[config.mk]
export PLATFORM = sky130hd
export DESIGN_NAME = ram_wr_arbiter_flat
export DESIGN_NICKNAME = d
export VERILOG_FILES = /design/src/rtl/ram_wr_arbiter_if.sv /design/src/rtl/ram_wr_arbiter.sv /design/src/flat_wrapper.sv
export SDC_FILE = /design/constraint.sdc
export NUM_CORES = 1
export LEC_CHECK = 0
export ABC_AREA = 1
export ABC_CLOCK_PERIOD_IN_PS = 1900
export BUFFER_PORTS_ARGS = -buffer_cell sky130_fd_sc_hd__buf_2
export CAP_MARGIN = 10
export CORE_ASPECT_RATIO = 0.8
export CORE_MARGIN = 1.5
export CORE_UTILIZATION = 25
export DETAILED_ROUTE_END_ITERATION = 16
export SLEW_MARGIN = 30
export SYNTH_ARGS = -nofsm -noshare
export SYNTH_HDL_FRONTEND = slang
export SYNTH_SLANG_ARGS = --single-unit
[constraint.sdc]
create_clock -name clk -period 1.9 [get_ports clk]
set_input_delay 0.285 -clock clk [delete_from_list [all_inputs] [get_ports clk]]
set_output_delay 0.285 -clock clk [all_outputs]
set_load 0.01 [all_outputs]
[src/rtl/ram_wr_arbiter_if.sv]
// Store-request and RAM write-port bundle for ram_wr_arbiter.
// master = issue slots + RAM side (drives requests, samples strobe/flags); slave = arbiter.
interface ram_wr_arbiter_if #(
  parameter int ADDR_WIDTH       = 11,
  parameter int DOUBLEWORD_WIDTH = 64,
  parameter int DATA_TYPE_WIDTH  = 2
);
  logic                        req0_valid;
  logic                        req0_ready;
  logic [ADDR_WIDTH-1:0]       req0_addr;
  logic [DOUBLEWORD_WIDTH-1:0] req0_data;
  logic [DATA_TYPE_WIDTH-1:0]  req0_type;
  logic                        req1_valid;
  logic                        req1_ready;
  logic [ADDR_WIDTH-1:0]       req1_addr;
  logic [DOUBLEWORD_WIDTH-1:0] req1_data;
  logic [DATA_TYPE_WIDTH-1:0]  req1_type;
  logic                        mem_wr_ins;
  logic [ADDR_WIDTH-1:0]       mem_addr_wr;
  logic [DOUBLEWORD_WIDTH-1:0] mem_data_bus_wr;
  logic [DATA_TYPE_WIDTH-1:0]  mem_data_type_wr;
  logic                        mem_wr_idle;
  logic                        err_misalign;
  logic                        err_src;
  logic                        err_timeout;
  logic                        busy;

  modport slave (
    input  req0_valid, req0_addr, req0_data, req0_type,
    input  req1_valid, req1_addr, req1_data, req1_type,
    input  mem_wr_idle,
    output req0_ready, req1_ready,
    output mem_wr_ins, mem_addr_wr, mem_data_bus_wr, mem_data_type_wr,
    output err_misalign, err_src, err_timeout, busy
  );

  modport master (
    output req0_valid, req0_addr, req0_data, req0_type,
    output req1_valid, req1_addr, req1_data, req1_type,
    output mem_wr_idle,
    input  req0_ready, req1_ready,
    input  mem_wr_ins, mem_addr_wr, mem_data_bus_wr, mem_data_type_wr,
    input  err_misalign, err_src, err_timeout, busy
  );
endinterface

[src/rtl/ram_wr_arbiter.sv]
// Round-robin write-port arbiter for the dual-issue core: accepts one store, screens
// type/alignment, strobes the RAM once and waits for write-idle (with a hang timeout).
module ram_wr_arbiter #(
  parameter int ADDR_WIDTH       = 11,
  parameter int DOUBLEWORD_WIDTH = 64,
  parameter int DATA_TYPE_WIDTH  = 2,
  parameter int MIN_WAIT         = 2,
  parameter int WAIT_TIMEOUT     = 15
) (
  input  logic            clk,
  input  logic            rst,
  ram_wr_arbiter_if.slave bus
);
  localparam int CNT_W = $clog2(WAIT_TIMEOUT + 1);
  localparam logic [CNT_W-1:0] CNT_MAX  = {CNT_W{1'b1}};
  localparam logic [CNT_W-1:0] CNT_MIN  = CNT_W'(MIN_WAIT - 1);
  localparam logic [CNT_W-1:0] CNT_TOUT = CNT_W'(WAIT_TIMEOUT - 1);
  localparam logic [DATA_TYPE_WIDTH-1:0] T_WORD = DATA_TYPE_WIDTH'(1);
  localparam logic [DATA_TYPE_WIDTH-1:0] T_DW   = DATA_TYPE_WIDTH'(2);
  localparam logic [DATA_TYPE_WIDTH-1:0] T_BAD  = DATA_TYPE_WIDTH'(3);

  typedef enum logic [1:0] {IDLE, CHECK, ISSUE, WAIT} state_e;

  state_e                      state_q, state_d;
  logic                        last_grant_q, last_grant_d;
  logic                        src_q, src_d;
  logic [CNT_W-1:0]            wait_cnt_q, wait_cnt_d;
  logic [ADDR_WIDTH-1:0]       addr_q, addr_d;
  logic [DOUBLEWORD_WIDTH-1:0] data_q, data_d;
  logic [DATA_TYPE_WIDTH-1:0]  type_q, type_d;
  logic                        err_src_q, err_src_d;
  logic                        err_timeout_q, err_timeout_d;
  logic                        busy_q;

  logic [1:0] valid;
  logic       winner, arb_open, accept, illegal;

  assign valid = {bus.req1_valid, bus.req0_valid};

  // Prefer the slot that did not win last time; fall back to the previous winner.
  always_comb begin
    winner = last_grant_q;
    if (valid[~last_grant_q]) winner = ~last_grant_q;
  end

  assign arb_open = (state_q == IDLE) && bus.mem_wr_idle && !rst;
  assign accept   = arb_open && valid[winner];

  assign bus.req0_ready = accept && (winner == 1'b0);
  assign bus.req1_ready = accept && (winner == 1'b1);

  assign illegal = (type_q == T_BAD) ||
                   ((type_q == T_DW)   && (addr_q[2:0] != 3'd0)) ||
                   ((type_q == T_WORD) && (addr_q[1:0] != 2'd0));

  always_comb begin
    state_d       = state_q;
    last_grant_d  = last_grant_q;
    src_d         = src_q;
    wait_cnt_d    = wait_cnt_q;
    addr_d        = addr_q;
    data_d        = data_q;
    type_d        = type_q;
    err_src_d     = err_src_q;
    err_timeout_d = err_timeout_q;
    case (state_q)
      IDLE: begin
        if (accept) begin
          addr_d       = winner ? bus.req1_addr : bus.req0_addr;
          data_d       = winner ? bus.req1_data : bus.req0_data;
          type_d       = winner ? bus.req1_type : bus.req0_type;
          src_d        = winner;
          last_grant_d = winner;
          state_d      = CHECK;
        end
      end
      CHECK: begin
        if (illegal) begin
          err_src_d = src_q;
          state_d   = IDLE;
        end else begin
          state_d = ISSUE;
        end
      end
      ISSUE: begin
        wait_cnt_d = '0;
        state_d    = WAIT;
      end
      WAIT: begin
        // Normal exit takes priority over the timeout on the same cycle.
        if (wait_cnt_q >= CNT_MIN && bus.mem_wr_idle) begin
          state_d = IDLE;
        end else if (wait_cnt_q >= CNT_TOUT) begin
          err_timeout_d = 1'b1;
          state_d       = IDLE;
        end else if (wait_cnt_q != CNT_MAX) begin
          wait_cnt_d = wait_cnt_q + 1'b1;
        end
      end
      default: state_d = IDLE;
    endcase
  end

  always_ff @(posedge clk) begin
    if (rst) begin
      state_q       <= IDLE;
      last_grant_q  <= 1'b1;
      src_q         <= 1'b0;
      wait_cnt_q    <= '0;
      addr_q        <= '0;
      data_q        <= '0;
      type_q        <= '0;
      err_src_q     <= 1'b0;
      err_timeout_q <= 1'b0;
      busy_q        <= 1'b0;
    end else begin
      state_q       <= state_d;
      last_grant_q  <= last_grant_d;
      src_q         <= src_d;
      wait_cnt_q    <= wait_cnt_d;
      addr_q        <= addr_d;
      data_q        <= data_d;
      type_q        <= type_d;
      err_src_q     <= err_src_d;
      err_timeout_q <= err_timeout_d;
      busy_q        <= (state_d != IDLE);
    end
  end

  assign bus.mem_wr_ins       = (state_q == ISSUE);
  assign bus.mem_addr_wr      = addr_q;
  assign bus.mem_data_bus_wr  = data_q;
  assign bus.mem_data_type_wr = type_q;
  assign bus.err_misalign     = (state_q == CHECK) && illegal;
  assign bus.err_src          = err_src_q;
  assign bus.err_timeout      = err_timeout_q;
  assign bus.busy             = busy_q;
endmodule
[src/flat_wrapper.sv]
// flat-port wrapper written by rule: the top's interface ports become plain ports
module ram_wr_arbiter_flat 
#(
  parameter int ADDR_WIDTH       = 11,
  parameter int DOUBLEWORD_WIDTH = 64,
  parameter int DATA_TYPE_WIDTH  = 2,
  parameter int MIN_WAIT         = 2,
  parameter int WAIT_TIMEOUT     = 15
)
  (clk, rst, bus_req0_valid, bus_req0_addr, bus_req0_data, bus_req0_type, bus_req1_valid, bus_req1_addr, bus_req1_data, bus_req1_type, bus_mem_wr_idle, bus_req0_ready, bus_req1_ready, bus_mem_wr_ins, bus_mem_addr_wr, bus_mem_data_bus_wr, bus_mem_data_type_wr, bus_err_misalign, bus_err_src, bus_err_timeout, bus_busy);
  ram_wr_arbiter_if #(.ADDR_WIDTH(ADDR_WIDTH), .DOUBLEWORD_WIDTH(DOUBLEWORD_WIDTH), .DATA_TYPE_WIDTH(DATA_TYPE_WIDTH)) bus_i ();
  input  logic clk;
  input  logic rst;
  input wire logic [$bits(bus_i.req0_valid)-1:0] bus_req0_valid;
  input wire logic [$bits(bus_i.req0_addr)-1:0] bus_req0_addr;
  input wire logic [$bits(bus_i.req0_data)-1:0] bus_req0_data;
  input wire logic [$bits(bus_i.req0_type)-1:0] bus_req0_type;
  input wire logic [$bits(bus_i.req1_valid)-1:0] bus_req1_valid;
  input wire logic [$bits(bus_i.req1_addr)-1:0] bus_req1_addr;
  input wire logic [$bits(bus_i.req1_data)-1:0] bus_req1_data;
  input wire logic [$bits(bus_i.req1_type)-1:0] bus_req1_type;
  input wire logic [$bits(bus_i.mem_wr_idle)-1:0] bus_mem_wr_idle;
  output wire logic [$bits(bus_i.req0_ready)-1:0] bus_req0_ready;
  output wire logic [$bits(bus_i.req1_ready)-1:0] bus_req1_ready;
  output wire logic [$bits(bus_i.mem_wr_ins)-1:0] bus_mem_wr_ins;
  output wire logic [$bits(bus_i.mem_addr_wr)-1:0] bus_mem_addr_wr;
  output wire logic [$bits(bus_i.mem_data_bus_wr)-1:0] bus_mem_data_bus_wr;
  output wire logic [$bits(bus_i.mem_data_type_wr)-1:0] bus_mem_data_type_wr;
  output wire logic [$bits(bus_i.err_misalign)-1:0] bus_err_misalign;
  output wire logic [$bits(bus_i.err_src)-1:0] bus_err_src;
  output wire logic [$bits(bus_i.err_timeout)-1:0] bus_err_timeout;
  output wire logic [$bits(bus_i.busy)-1:0] bus_busy;
  assign bus_i.req0_valid = bus_req0_valid;
  assign bus_i.req0_addr = bus_req0_addr;
  assign bus_i.req0_data = bus_req0_data;
  assign bus_i.req0_type = bus_req0_type;
  assign bus_i.req1_valid = bus_req1_valid;
  assign bus_i.req1_addr = bus_req1_addr;
  assign bus_i.req1_data = bus_req1_data;
  assign bus_i.req1_type = bus_req1_type;
  assign bus_i.mem_wr_idle = bus_mem_wr_idle;
  assign bus_req0_ready = bus_i.req0_ready;
  assign bus_req1_ready = bus_i.req1_ready;
  assign bus_mem_wr_ins = bus_i.mem_wr_ins;
  assign bus_mem_addr_wr = bus_i.mem_addr_wr;
  assign bus_mem_data_bus_wr = bus_i.mem_data_bus_wr;
  assign bus_mem_data_type_wr = bus_i.mem_data_type_wr;
  assign bus_err_misalign = bus_i.err_misalign;
  assign bus_err_src = bus_i.err_src;
  assign bus_err_timeout = bus_i.err_timeout;
  assign bus_busy = bus_i.busy;
  ram_wr_arbiter #(.ADDR_WIDTH(ADDR_WIDTH), .DOUBLEWORD_WIDTH(DOUBLEWORD_WIDTH), .DATA_TYPE_WIDTH(DATA_TYPE_WIDTH), .MIN_WAIT(MIN_WAIT), .WAIT_TIMEOUT(WAIT_TIMEOUT)) u_core (.clk(clk), .rst(rst), .bus(bus_i));
endmodule
==> Word-level counts from Yosys, hierarchy flattened <==
Index checks and enable logic that the tools add are counted.
Widths: inputs -> output; s select.
{ "classes": {"n_addsub": 1, "n_lt_le_gt_ge": 4, "n_eq_ne": 10, "n_mux": 17, "n_bitwise": 3, "reduce_logical": 21} }
{ "ops": {"columns": ["cell", "count"], "rows": [
  ["$mux 64", 1],
  ["$mux 4", 3],
  ["$mux 11", 1],
  ["$mux 2", 5],
  ["$logic_and 1x1->1", 9],
  ["$eq 2x2->1 const B", 4],
  ["$pmux 2 s4", 1],
  ["$pmux 4 s2", 1],
  ["$reduce_bool 2->1", 3],
  ["$mux 1", 5],
  ["$add 4x1->4 const B", 1],
  ["$eq 2x1->1 const B", 2],
  ["$ge 4x1->1 const B", 1],
  ["$ge 4x4->1 const B", 1],
  ["$lt 1x2->1 const B", 2],
  ["$ne 2x2->1 const B", 2],
  ["$ne 4x4->1 const B", 1],
  ["$reduce_and 2->1", 2],
  ["$reduce_and 4->1", 1],
  ["$not 1->1", 3],
  ["$reduce_and 3->1", 1],
  ["$reduce_bool 3->1", 1],
  ["$logic_not 2->1", 1],
  ["$logic_or 1x1->1", 2],
  ["other kinds (2)", 2]
]} }
{ "word_totals": {"register_bits": 88, "inputBits": 159, "output_inout_bits": 84} }

==> Longest topological paths before layout <==
Gate-level depths: netlist of run 1.
{ "logic_depth": {"ltp_word": 10, "depth_mapped": 10, "ltp_nobuf": 10} }

==> Worst setup path before layout of run 1 <==
No wires, ideal clock.
{ "synth_path": {"path_type": "reg2out", "startpoint": "register u_core.state_q[0]", "endpoint": "output port bus_req0_ready", "arrival_time_ns": 1.081, "t_required_ns": 1.615, "slack_ns": 0.534, "path_stages_with_launch": 8, "cell_sequence": "dfxtp_1 inv_1 nand3_1 nor2_1 o21ai_2 buf_6 buf_2 nor2_1"} }
{ "synth_between": {"elab_chain_cells": 5} }
{ "synth_lines": {"columns": ["element", "line_no", "rtl"], "rows": [
  ["start: declaration", "ram_wr_arbiter.sv:24", "state_e state_q, state_d;"],
  ["start signal: assignment", "ram_wr_arbiter.sv:117", "state_q <= state_d;"],
  ["$logic_not 2->1", "ram_wr_arbiter.sv:46", "assign arb_open = (state_q == IDLE) && bus.mem_wr_idle && !rst;"],
  ["$logic_and 1x1->1 (2 in a row)", "ram_wr_arbiter.sv:46", null],
  ["$logic_and 1x1->1", "ram_wr_arbiter.sv:47", "assign accept = arb_open && valid[winner];"],
  ["$logic_and 1x1->1", "ram_wr_arbiter.sv:49", "assign bus.req0_ready = accept && (winner == 1'b0);"],
  ["end: declaration", "flat_wrapper.sv:23", "output wire logic [$bits(bus_i.req0_ready)-1:0] bus_req0_ready;"]
]} }
No other way between the ends.

==> Worst setup path in the final report of run 1 <==
{ "layout_path": {"startpoint": "register u_core.state_q[0]", "endpoint": "output port bus_req1_ready"} }
{ "layout_between": {"elab_chain_cells": 5} }
{ "layout_lines": {"columns": ["element", "line_no", "rtl"], "rows": [
  ["$logic_not 2->1", "ram_wr_arbiter.sv:46", null],
  ["$logic_and 1x1->1 (2 in a row)", "ram_wr_arbiter.sv:46", null],
  ["$logic_and 1x1->1", "ram_wr_arbiter.sv:47", null],
  ["$logic_and 1x1->1", "ram_wr_arbiter.sv:50", "assign bus.req1_ready = accept && (winner == 1'b1);"],
  ["end: declaration", "flat_wrapper.sv:24", "output wire logic [$bits(bus_i.req1_ready)-1:0] bus_req1_ready;"]
]} }
No other way between the ends.

==> results.yml, run 1 <==
placed_design:
  dp_hpwl_um: 9000
  numPortBuffers: 242
  gp_congestion: 0.803
timing:
  max_freq_mhz: 569
  final_hold_viol_count: 0
  skew_ns: 0.00628
  hold_slack_ns: 0.288
  period_share: 0.924
  setup_viol_count_final: 0
  tns_ns: 0
  slew_violations: 0
  finalCriticalPeriod_ns: 1.76
  slew-limit-headroom: 0.707
  worst_pin_slew_ns: 0.439
hold_path:
  hold_class: "primary input to register"
synth:
  synthArstFlopShare: 0
  synth_area_leaders: "dfxtp_1 40%, nand2_1 22%, a21oi_1 8.3%, inv_1 7.8%, o21ai_0 5.6%"
  syn_inst: 679
  synth.distinct_cells: 23
  ys_ff_latch: 88
  synth_edf_count: 0
  synth.largest_area_cell: "dfxtp_1"
  synth_top_area_share: 0.396
  syn_nets: 842
  synth_common_cells: "255 x nand2_1, 92 x inv_1, 88 x dfxtp_1"
  yosysSeqAreaShare: 0.396
  yosysMostFrequentCell: "nand2_1"
  synthFlopType: "dfxtp_1"
  synth_area_um2: 4450
  synth.avg_cell_area_um2: 6.55
  yosys_warnings: 0
power_and_ir_drop:
  p_clk_frac: 0.325
  p_comb_frac: 0.292
  switchingPower_mw: 1.82
  peakVddDrop_uv: 495
  powerDensity_nw_per_um2: 925
  power_leakage_nw: 3.15
  switching_share: 0.322
  power.internal_mw: 3.83
  seq_power_share: 0.383
floorplanning:
  dieArea_um2: 18600
  start_util: 0.256
  die-width_um: 152
  die_y_um: 122
  design.portCount: 243
  placementRows: 43
  core_um2: 17400
worst_setup_path:
  cp.arrival_ns: 1.47
  setup.worst_path.class: "register to primary output"
  cp_max_fo: 7
  critPathCaptureType: "primary output"
  required_ns: 1.62
  start_kind: "register"
final_layout:
  antenna_cells: 0
  nets: 1063
  drive_above_1_share: 0.313
  area_growth_pct: 37.5
global_route:
  overflow: 0
  grt.total_usage: 0.132
  antenna_found_initial: 0
  grt_pass1_wl_um: 20000
  grt_pass1_vias: 4180
  grt_max_degree: 84
detailed_routing:
  drt-total-wl_um: 12500
  firstDrtPassIters: 5
  first_iter_violations: 314
  drt-vias-per-instance: 4.21
  routedWlPerCell_um: 11.1
  ant_nets: 0
  vias: 4752
  drcViolationCount: 0
cts:
  clock_latency_ns: 0.34
  cts.sinks: 88
  clock_path_buffers: 2
  cts_tree: "yes"
  ctsHtreeMaxLevel: 3
  cts_made_buffers: 9
  cts-root-buf: "clkbuf_16"
  cts.clk_slew.worst_paths_ns: 0.06
run:
  drv_cap: 0
run_status:
  status: "finished clean"
worst max-delay path: stages (launching register included):
cell and delay, ns:
dfxtp_1 0.32, inv_1 0.10, nand3_2 0.12, nor2_4 0.14, o21ai_4 0.09, inv_2 0.08, nand2_1 0.09, inv_1 0.06
buf_2 0.13
cell usage in the layout, fill, tap and decap left out:
| cell type | n |
|---|---|
| buf_4 | 6 |
| a31oi_1 | 1 |
| a21oi_4 | 1 |
| inv_1 | 92 |
| dfxtp_2 | 2 |
| o21ai_1 | 30 |
| nand2_1 | 255 |
| dfxtp_1 | 86 |
| buf_2 | 241 |
| clkbuf_1 | 2 |
| nand3_1 | 9 |
| a21oi_1 | 74 |
| bufinv_16 | 2 |
| ha_1 | 4 |
| o21ai_4 | 1 |
| a21oi_2 | 8 |
| nand3_2 | 1 |
| buf_12 | 5 |
| nor2_1 | 14 |
| o21ai_0 | 50 |
| nand4_1 | 3 |
| nor3_1 | 1 |
| clkbuf_16 | 10 |
| inv_2 | 2 |
| clkinv_2 | 2 |
| or2_2 | 1 |
| nor2_4 | 1 |
kinds of logic after synthesis:
group           synth area share
flops                      0.396
fa+ha+maj                 0.0113
buf+inv                    0.152
compound gates             0.194
simple gates               0.246
layout make-up:
type / count / area, µm²
clock buffer: 11 / 233
tap: 225 / 282
sequential: 88 / 1760
inverter: 94 / 353
multi-input combinational: 454 / 2040
timing repair buffer: 253 / 1380
fill: 1939 / 11300
clock inverter: 4 / 70.1
power by group through the flow:
stage	registers, mW	clock network, mW	logic, mW
after detailed placement	2.20	0	1.62
after floorplan	2.26	0	1.06
after global routing	2.20	1.99	1.90
after global placement	2.20	0	1.62
after CTS	2.16	1.93	1.63
final	2.16	1.84	1.65
path summary, 6_finish.rpt:
path | start | cells after the start | endpoint | slack (ns)
hold / removal | bus_req0_addr[5] | 5 | u_core.bus.mem_addr_wr[5] | 0.29
setup / recovery | u_core.state_q[0] | 8 | bus_req1_ready | 0.14
setup reg to reg | u_core.wait_cnt_q[0] | 8 | u_core.wait_cnt_q[1] | 0.29
hold reg to reg | u_core.bus.mem_data_bus_wr[3] | 2 | u_core.bus.mem_data_bus_wr[3] | 0.46
what timing repair did:
action                                  in CTS  in global routing
hold buffers                                 0                  0
hold endpoints to repair                     0                  0
setup buffers                                0                  1
resized for setup                            0                  5
endpoints found under the setup margin       0                  2
metrics by stage:
step	power, mW	util	instance area [µm²]	instances	setup WS (ns)
final	5.65	0.352	6110	1129	0.144
after global routing	6.09	0.352	6110	1129	-0.0154
after CTS	5.72	0.349	6070	1127	0.0329
after detailed placement	3.82	0.332	5760	1112	0.335
after global placement	3.81	0.332	5760	1112	0.386
after floorplan	3.32	-	4450	679	0.534
sequential cells by signal, summed over array words and instances (netlist names):
name and count:
u_core.bus.err_timeout 1, u_core.bus.mem_addr_wr 11, u_core.bus.mem_data_bus_wr 64, u_core.wait_cnt_q 4, u_core.bus.mem_data_type_wr 2, u_core.src_q 1, u_core.last_grant_q 1, u_core.bus.busy 1
u_core.bus.err_src 1, u_core.state_q 2
routing by layer:
metal	routed length, µm	global-route usage	vias up
met1	5920	0.169	2018
met5	0	0	-
met4	132	0.0382	0
met3	1040	0.0448	8
li1	-	-	2541
met2	5390	0.210	185
Note: power is estimated with default switching activity, not from simulation.
==> run 2, diff against run 1 <==
--- a/config.mk
+++ b/config.mk
@@ -13,6 +13,7 @@
 export CORE_MARGIN = 1.5
 export CORE_UTILIZATION = 25
 export DETAILED_ROUTE_END_ITERATION = 16
+export SETUP_SLACK_MARGIN = 0.3
 export SLEW_MARGIN = 30
 export SYNTH_ARGS = -nofsm -noshare
 export SYNTH_HDL_FRONTEND = slang
==> run 2 against run 1 <==
Combinational power increased by 20%. Final cell count increased by 1.5%. Via count increased by 2.6%. First-iteration DRC count decreased by 14%. Flip-flop and latch count unchanged. Sequential share of layout area decreased by 1.3 points. Die area unchanged. Non-clock buffer count increased by 17. Fmax increased by 8.0%. Clock power about the same. Critical path depth unchanged.
==> results.yml, run 2 (synthesized netlist as in run 1, its figures left out) <==
worst_setup_path:
  reg2reg_slack_ns: 0.40
  crit_path_frequent_cell: "inv_2"
  worstPathCellList: "inv_2, nand3_4, nor2_4, o21ai_4, inv_2, nand2_4, inv_2, buf_6"
  rr_worst_depth: 9
  cp_slowest_cell: "dfxtp_2"
  cp_max_fo: 3
  start_kind: "register"
  cp.arrival_ns: 1.34
  required_ns: 1.62
  slowest_delay_ns: 0.32
  setup.worst_path.class: "register to primary output"
  critPathCaptureType: "primary output"
  r2r_end: "u_core.bus.mem_data_bus_wr[8]"
  timing.rr.start: "u_core.state_q[0]"
timing:
  period_share: 0.856
  skew_ns: 0.00715
  slew-limit-headroom: 0.734
  hold_slack_ns: 0.288
  max_freq_mhz: 615
  worst_pin_slew_ns: 0.399
  setup_viol_count_final: 0
  tns_ns: 0
  slew_violations: 0
  rsz0062_at_grt: "yes"
  final_hold_viol_count: 0
  finalCriticalPeriod_ns: 1.63
hold_path:
  min_from: "bus_req0_addr[5]"
  min_path_cells: 5
  hold_class: "primary input to register"
  hold_path_end: "u_core.bus.mem_addr_wr[5]"
final_layout:
  antenna_cells: 0
  largest_reg_flops: 64
  fin_area_um2: 6460
  layout_commonest_cell: "nand2_1"
  most-common-layout-cells: "254 x nand2_1, 239 x buf_2, 89 x inv_1"
  drive_above_1_share: 0.343
  nFillCells: 1897
  area_growth_pct: 45.3
  nets: 1080
cts:
  cts_tree: "yes"
  ctsHtreeMaxLevel: 3
  clock_latency_ns: 0.34
  cts_made_buffers: 9
  clock_path_buffers: 2
  cts.clk_slew.worst_paths_ns: 0.06
  cts.sinks: 88
  cts-root-buf: "clkbuf_16"
global_route:
  antenna_found_initial: 0
  grt_pass1_wl_um: 21600
  overflow: 0
  grt.total_usage: 0.144
  grt_max_degree: 84
  grt_pass1_vias: 4431
detailed_routing:
  routedWlPerCell_um: 12.1
  drcViolationCount: 0
  vias: 4874
  firstDrtPassIters: 4
  ant_nets: 0
  first_iter_violations: 271
  drt-vias-per-instance: 4.25
  drt-total-wl_um: 13800
floorplanning:
  die_y_um: 122
  dieArea_um2: 18600
  start_util: 0.256
  core_um2: 17400
  design.portCount: 243
  die-width_um: 152
  placementRows: 43
power_and_ir_drop:
  powerDensity_nw_per_um2: 930
  power_leakage_nw: 3.31
  peakVddDrop_uv: 495
  finalPower_mw: 6.01
run_status:
  status: "finished clean"
placed_design:
  numPortBuffers: 242
  dp_hpwl_um: 9000
  gp_congestion: 0.803
  place_area_um2: 5760
run:
  drv_cap: 0
run 2: power breakdown:
group,switching (mW),internal [mW]
combinational,1.12,0.861
sequential,0.125,2.06
clock,0.703,1.14
total,1.95,4.06
run 2: final cells by class:
| class | instances | area [µm²] | share of cell area |
|---|---|---|---|
| Inverter | 94 | 355 | 0.0550 |
| Tap cell | 225 | 282 | 0.0436 |
| Sequential cell | 88 | 1780 | 0.275 |
| Clock inverter | 4 | 70.1 | 0.0108 |
| Multi-Input combinational cell | 454 | 2090 | 0.323 |
| Timing Repair Buffer | 270 | 1660 | 0.256 |
| Clock buffer | 11 | 233 | 0.0360 |
run 2: metrics by stage:
step,setup slack (ns),cells,utilization
2_1_floorplan,0.534,679,-
3_5_place_dp,0.335,1112,0.332
5_1_grt,0.204,1146,0.372
3_3_place_gp,0.386,1112,0.332
4_1_cts,0.271,1142,0.365
6_report,0.273,1146,0.372
run 2: worst max-delay path: cells and delay by family (launching register included):
| kind | cells | cell delay, ns |
|---|---|---|
| simple gates | 3 | 0.29 |
| compound gates | 1 | 0.09 |
| buf+inv | 4 | 0.31 |
| flops | 1 | 0.32 |
run 2: metal layers:
metal / wire length (µm) / share of wire / up-vias / track usage
met4: 165 / 0.012 / 0 / 0.0413
met2: 6180 / 0.45 / 179 / 0.239
met5: 0 / 0 / - / 0
met3: 1060 / 0.076 / 10 / 0.0487
met1: 6420 / 0.46 / 2103 / 0.178
li1: - / - / 2582 / -
run 2: repair_timing:
action                                 in CTS  in global routing
setup endpoints to repair                   3                 80
gates cloned                                4                  2
setup buffers                              11                  2
hold buffers                                0                  0
resized for setup                          21                 25
pin swaps                                   3                  3
endpoints found under the hold margin       0                  0
run 2: worst max path at each step:
stage | startpoint | to | slack (ns) | cells after the start
2_1_floorplan | u_core.state_q[0] | bus_req0_ready | 0.53 | 7
3_3_place_gp | u_core.state_q[0] | u_core.bus.mem_data_bus_wr[58] | 0.39 | 8
3_5_place_dp | u_core.wait_cnt_q[0] | u_core.wait_cnt_q[1] | 0.34 | 8
4_1_cts | u_core.last_grant_q | u_core.bus.mem_data_bus_wr[5] | 0.27 | 9
5_1_grt | u_core.state_q[1] | bus_req1_ready | 0.20 | 8
6_report | u_core.state_q[0] | bus_req1_ready | 0.27 | 8
==> run 3, diff against run 2 <==
--- a/config.mk
+++ b/config.mk
@@ -7,12 +7,12 @@
 export LEC_CHECK = 0
 export ABC_AREA = 1
 export ABC_CLOCK_PERIOD_IN_PS = 1900
-export BUFFER_PORTS_ARGS = -buffer_cell sky130_fd_sc_hd__buf_2
 export CAP_MARGIN = 10
 export CORE_ASPECT_RATIO = 0.8
 export CORE_MARGIN = 1.5
 export CORE_UTILIZATION = 25
 export DETAILED_ROUTE_END_ITERATION = 16
+export DONT_BUFFER_PORTS = 1
 export SETUP_SLACK_MARGIN = 0.3
 export SLEW_MARGIN = 30
 export SYNTH_ARGS = -nofsm -noshare
==> run 3 against run 2 <==
Register-to-register slack is essentially flat. Fmax grew 6.3%. Hold slack lost 0.26 ns. Clock power is essentially flat. Highest routed layer unchanged.
==> results.yml, run 3 (synthesized netlist as in run 1, its figures left out) <==
power_and_ir_drop:
  powerDensity_nw_per_um2: 1080
  power_leakage_nw: 2.17
  p_clk_frac: 0.334
  peakVddDrop_uv: 390
  power.internal_mw: 3.73
  switchingPower_mw: 1.77
  seq_power_share: 0.416
  p_comb_frac: 0.249
  switching_share: 0.322
  finalPower_mw: 5.50
global_route:
  grt.total_usage: 0.121
  grt_pass1_vias: 3429
  grt_pass1_wl_um: 17700
  overflow: 0
  antenna_found_initial: 0
  grt_max_degree: 77
timing:
  finalCriticalPeriod_ns: 1.53
  slew-limit-headroom: 0.623
  hold_slack_ns: 0.0234
  period_share: 0.805
  slew_violations: 0
  skew_ns: 0.00584
  setup_viol_count_final: 0
  max_freq_mhz: 654
  tns_ns: 0
  worst_pin_slew_ns: 0.564
  final_hold_viol_count: 0
  rsz0062_at_grt: "yes"
final_layout:
  utilization: 0.295
  drive_above_1_share: 0.0979
  layout_commonest_cell: "nand2_1"
  antenna_cells: 0
  nets: 833
  largest_reg_flops: 64
  area_growth_pct: 15.1
  most-common-layout-cells: "254 x nand2_1, 90 x inv_1, 82 x dfxtp_1"
cts:
  clock_path_buffers: 2
  ctsHtreeMaxLevel: 3
  cts_tree: "yes"
  clock_latency_ns: 0.33
  cts_made_buffers: 9
  cts.clk_slew.worst_paths_ns: 0.06
  cts.sinks: 88
  cts-root-buf: "clkbuf_16"
placed_design:
  gp_congestion: 0.803
  numPortBuffers: 0
  dp_hpwl_um: 8190
worst_setup_path:
  cp_max_fo: 12
  cp.arrival_ns: 1.25
  r2r_end: "u_core.bus.mem_data_bus_wr[43]"
  crit_path_start: "u_core.last_grant_q"
  reg2reg_slack_ns: 0.41
  crit_path_end: "bus_req0_ready"
  setup.worst_path.class: "register to primary output"
  required_ns: 1.62
  critPathCaptureType: "primary output"
  start_kind: "register"
  timing.rr.start: "u_core.last_grant_q"
  rr_worst_depth: 8
detailed_routing:
  drcViolationCount: 0
  vias: 3993
  first_iter_violations: 158
  firstDrtPassIters: 6
  ant_nets: 0
  drt-vias-per-instance: 4.44
  routedWlPerCell_um: 13.1
  drt-total-wl_um: 11800
floorplanning:
  design.portCount: 243
  dieArea_um2: 18600
  start_util: 0.256
  die-width_um: 152
  placementRows: 43
  die_y_um: 122
  core_um2: 17400
run_status:
  status: "finished clean"
hold_path:
  min_from: "rst"
  hold_class: "primary input to register"
run:
  drv_cap: 0
[run 3: per-stage QoR]
| stage | worst slack (ns) | cells | cell area (µm²) |
|---|---|---|---|
| 2_1_floorplan | 0.534 | 679 | 4450 |
| 3_3_place_gp | 0.308 | 869 | 4520 |
| 3_5_place_dp | 0.292 | 869 | 4520 |
| 4_1_cts | 0.254 | 896 | 5010 |
| 5_1_grt | 0.268 | 899 | 5120 |
| 6_report | 0.370 | 899 | 5120 |
[run 3: how the worst min path moves through the flow]
stage	to	slack [ns]	depth (start not counted)
5_1_grt	u_core.bus.mem_data_bus_wr[38]	0.0001	1
3_5_place_dp	u_core.bus.mem_data_bus_wr[46]	0.36	1
6_report	u_core.bus.mem_data_bus_wr[37]	0.02	1
2_1_floorplan	u_core.wait_cnt_q[3]	0.44	2
3_3_place_gp	u_core.bus.mem_data_bus_wr[48]	0.36	1
4_1_cts	u_core.bus.mem_data_bus_wr[32]	0.002	1
[run 3: layout make-up]
| type | instances | area (µm²) |
|---|---|---|
| inverter | 94 | 358 |
| clock buffer | 11 | 233 |
| timing repair buffer | 23 | 309 |
| clock inverter | 4 | 70.1 |
| tap | 225 | 282 |
| sequential | 88 | 1770 |
| fill | 1916 | 12300 |
| multi-input combinational | 454 | 2090 |
[run 3: what timing repair did]
action	CTS	global route
cloned	2	1
gates resized for setup	12	23
endpoints found under the setup margin	4	80
buffers inserted	8	1
endpoints found under the hold margin	11	3
hold buffers	2	1
pin swaps	2	2
[run 3: worst max-delay path: stages, from the launching register on]
cell,delay (ns)
dfxtp_4,0.36
nor2_4,0.10
a21oi_4,0.05
buf_12,0.13
buf_12,0.13
nor2_4,0.13
[run 3: routing by layer]
layer / track usage / routed length [µm] / part of all wire
met3: 0.0540 / 1090 / 0.093
met1: 0.132 / 5080 / 0.43
met4: 0.0364 / 131 / 0.011
met5: 0 / 0 / 0
met2: 0.212 / 5490 / 0.47
[run 3: power groups by stage]
stage	Combinational, mW	Sequential, mW	Clock, mW
6_report	1.37	2.29	1.84
5_1_grt	1.59	2.32	1.99
4_1_cts	1.31	2.28	1.92
3_5_place_dp	1.16	2.32	0
3_3_place_gp	1.16	2.31	0
2_1_floorplan	1.06	2.26	0
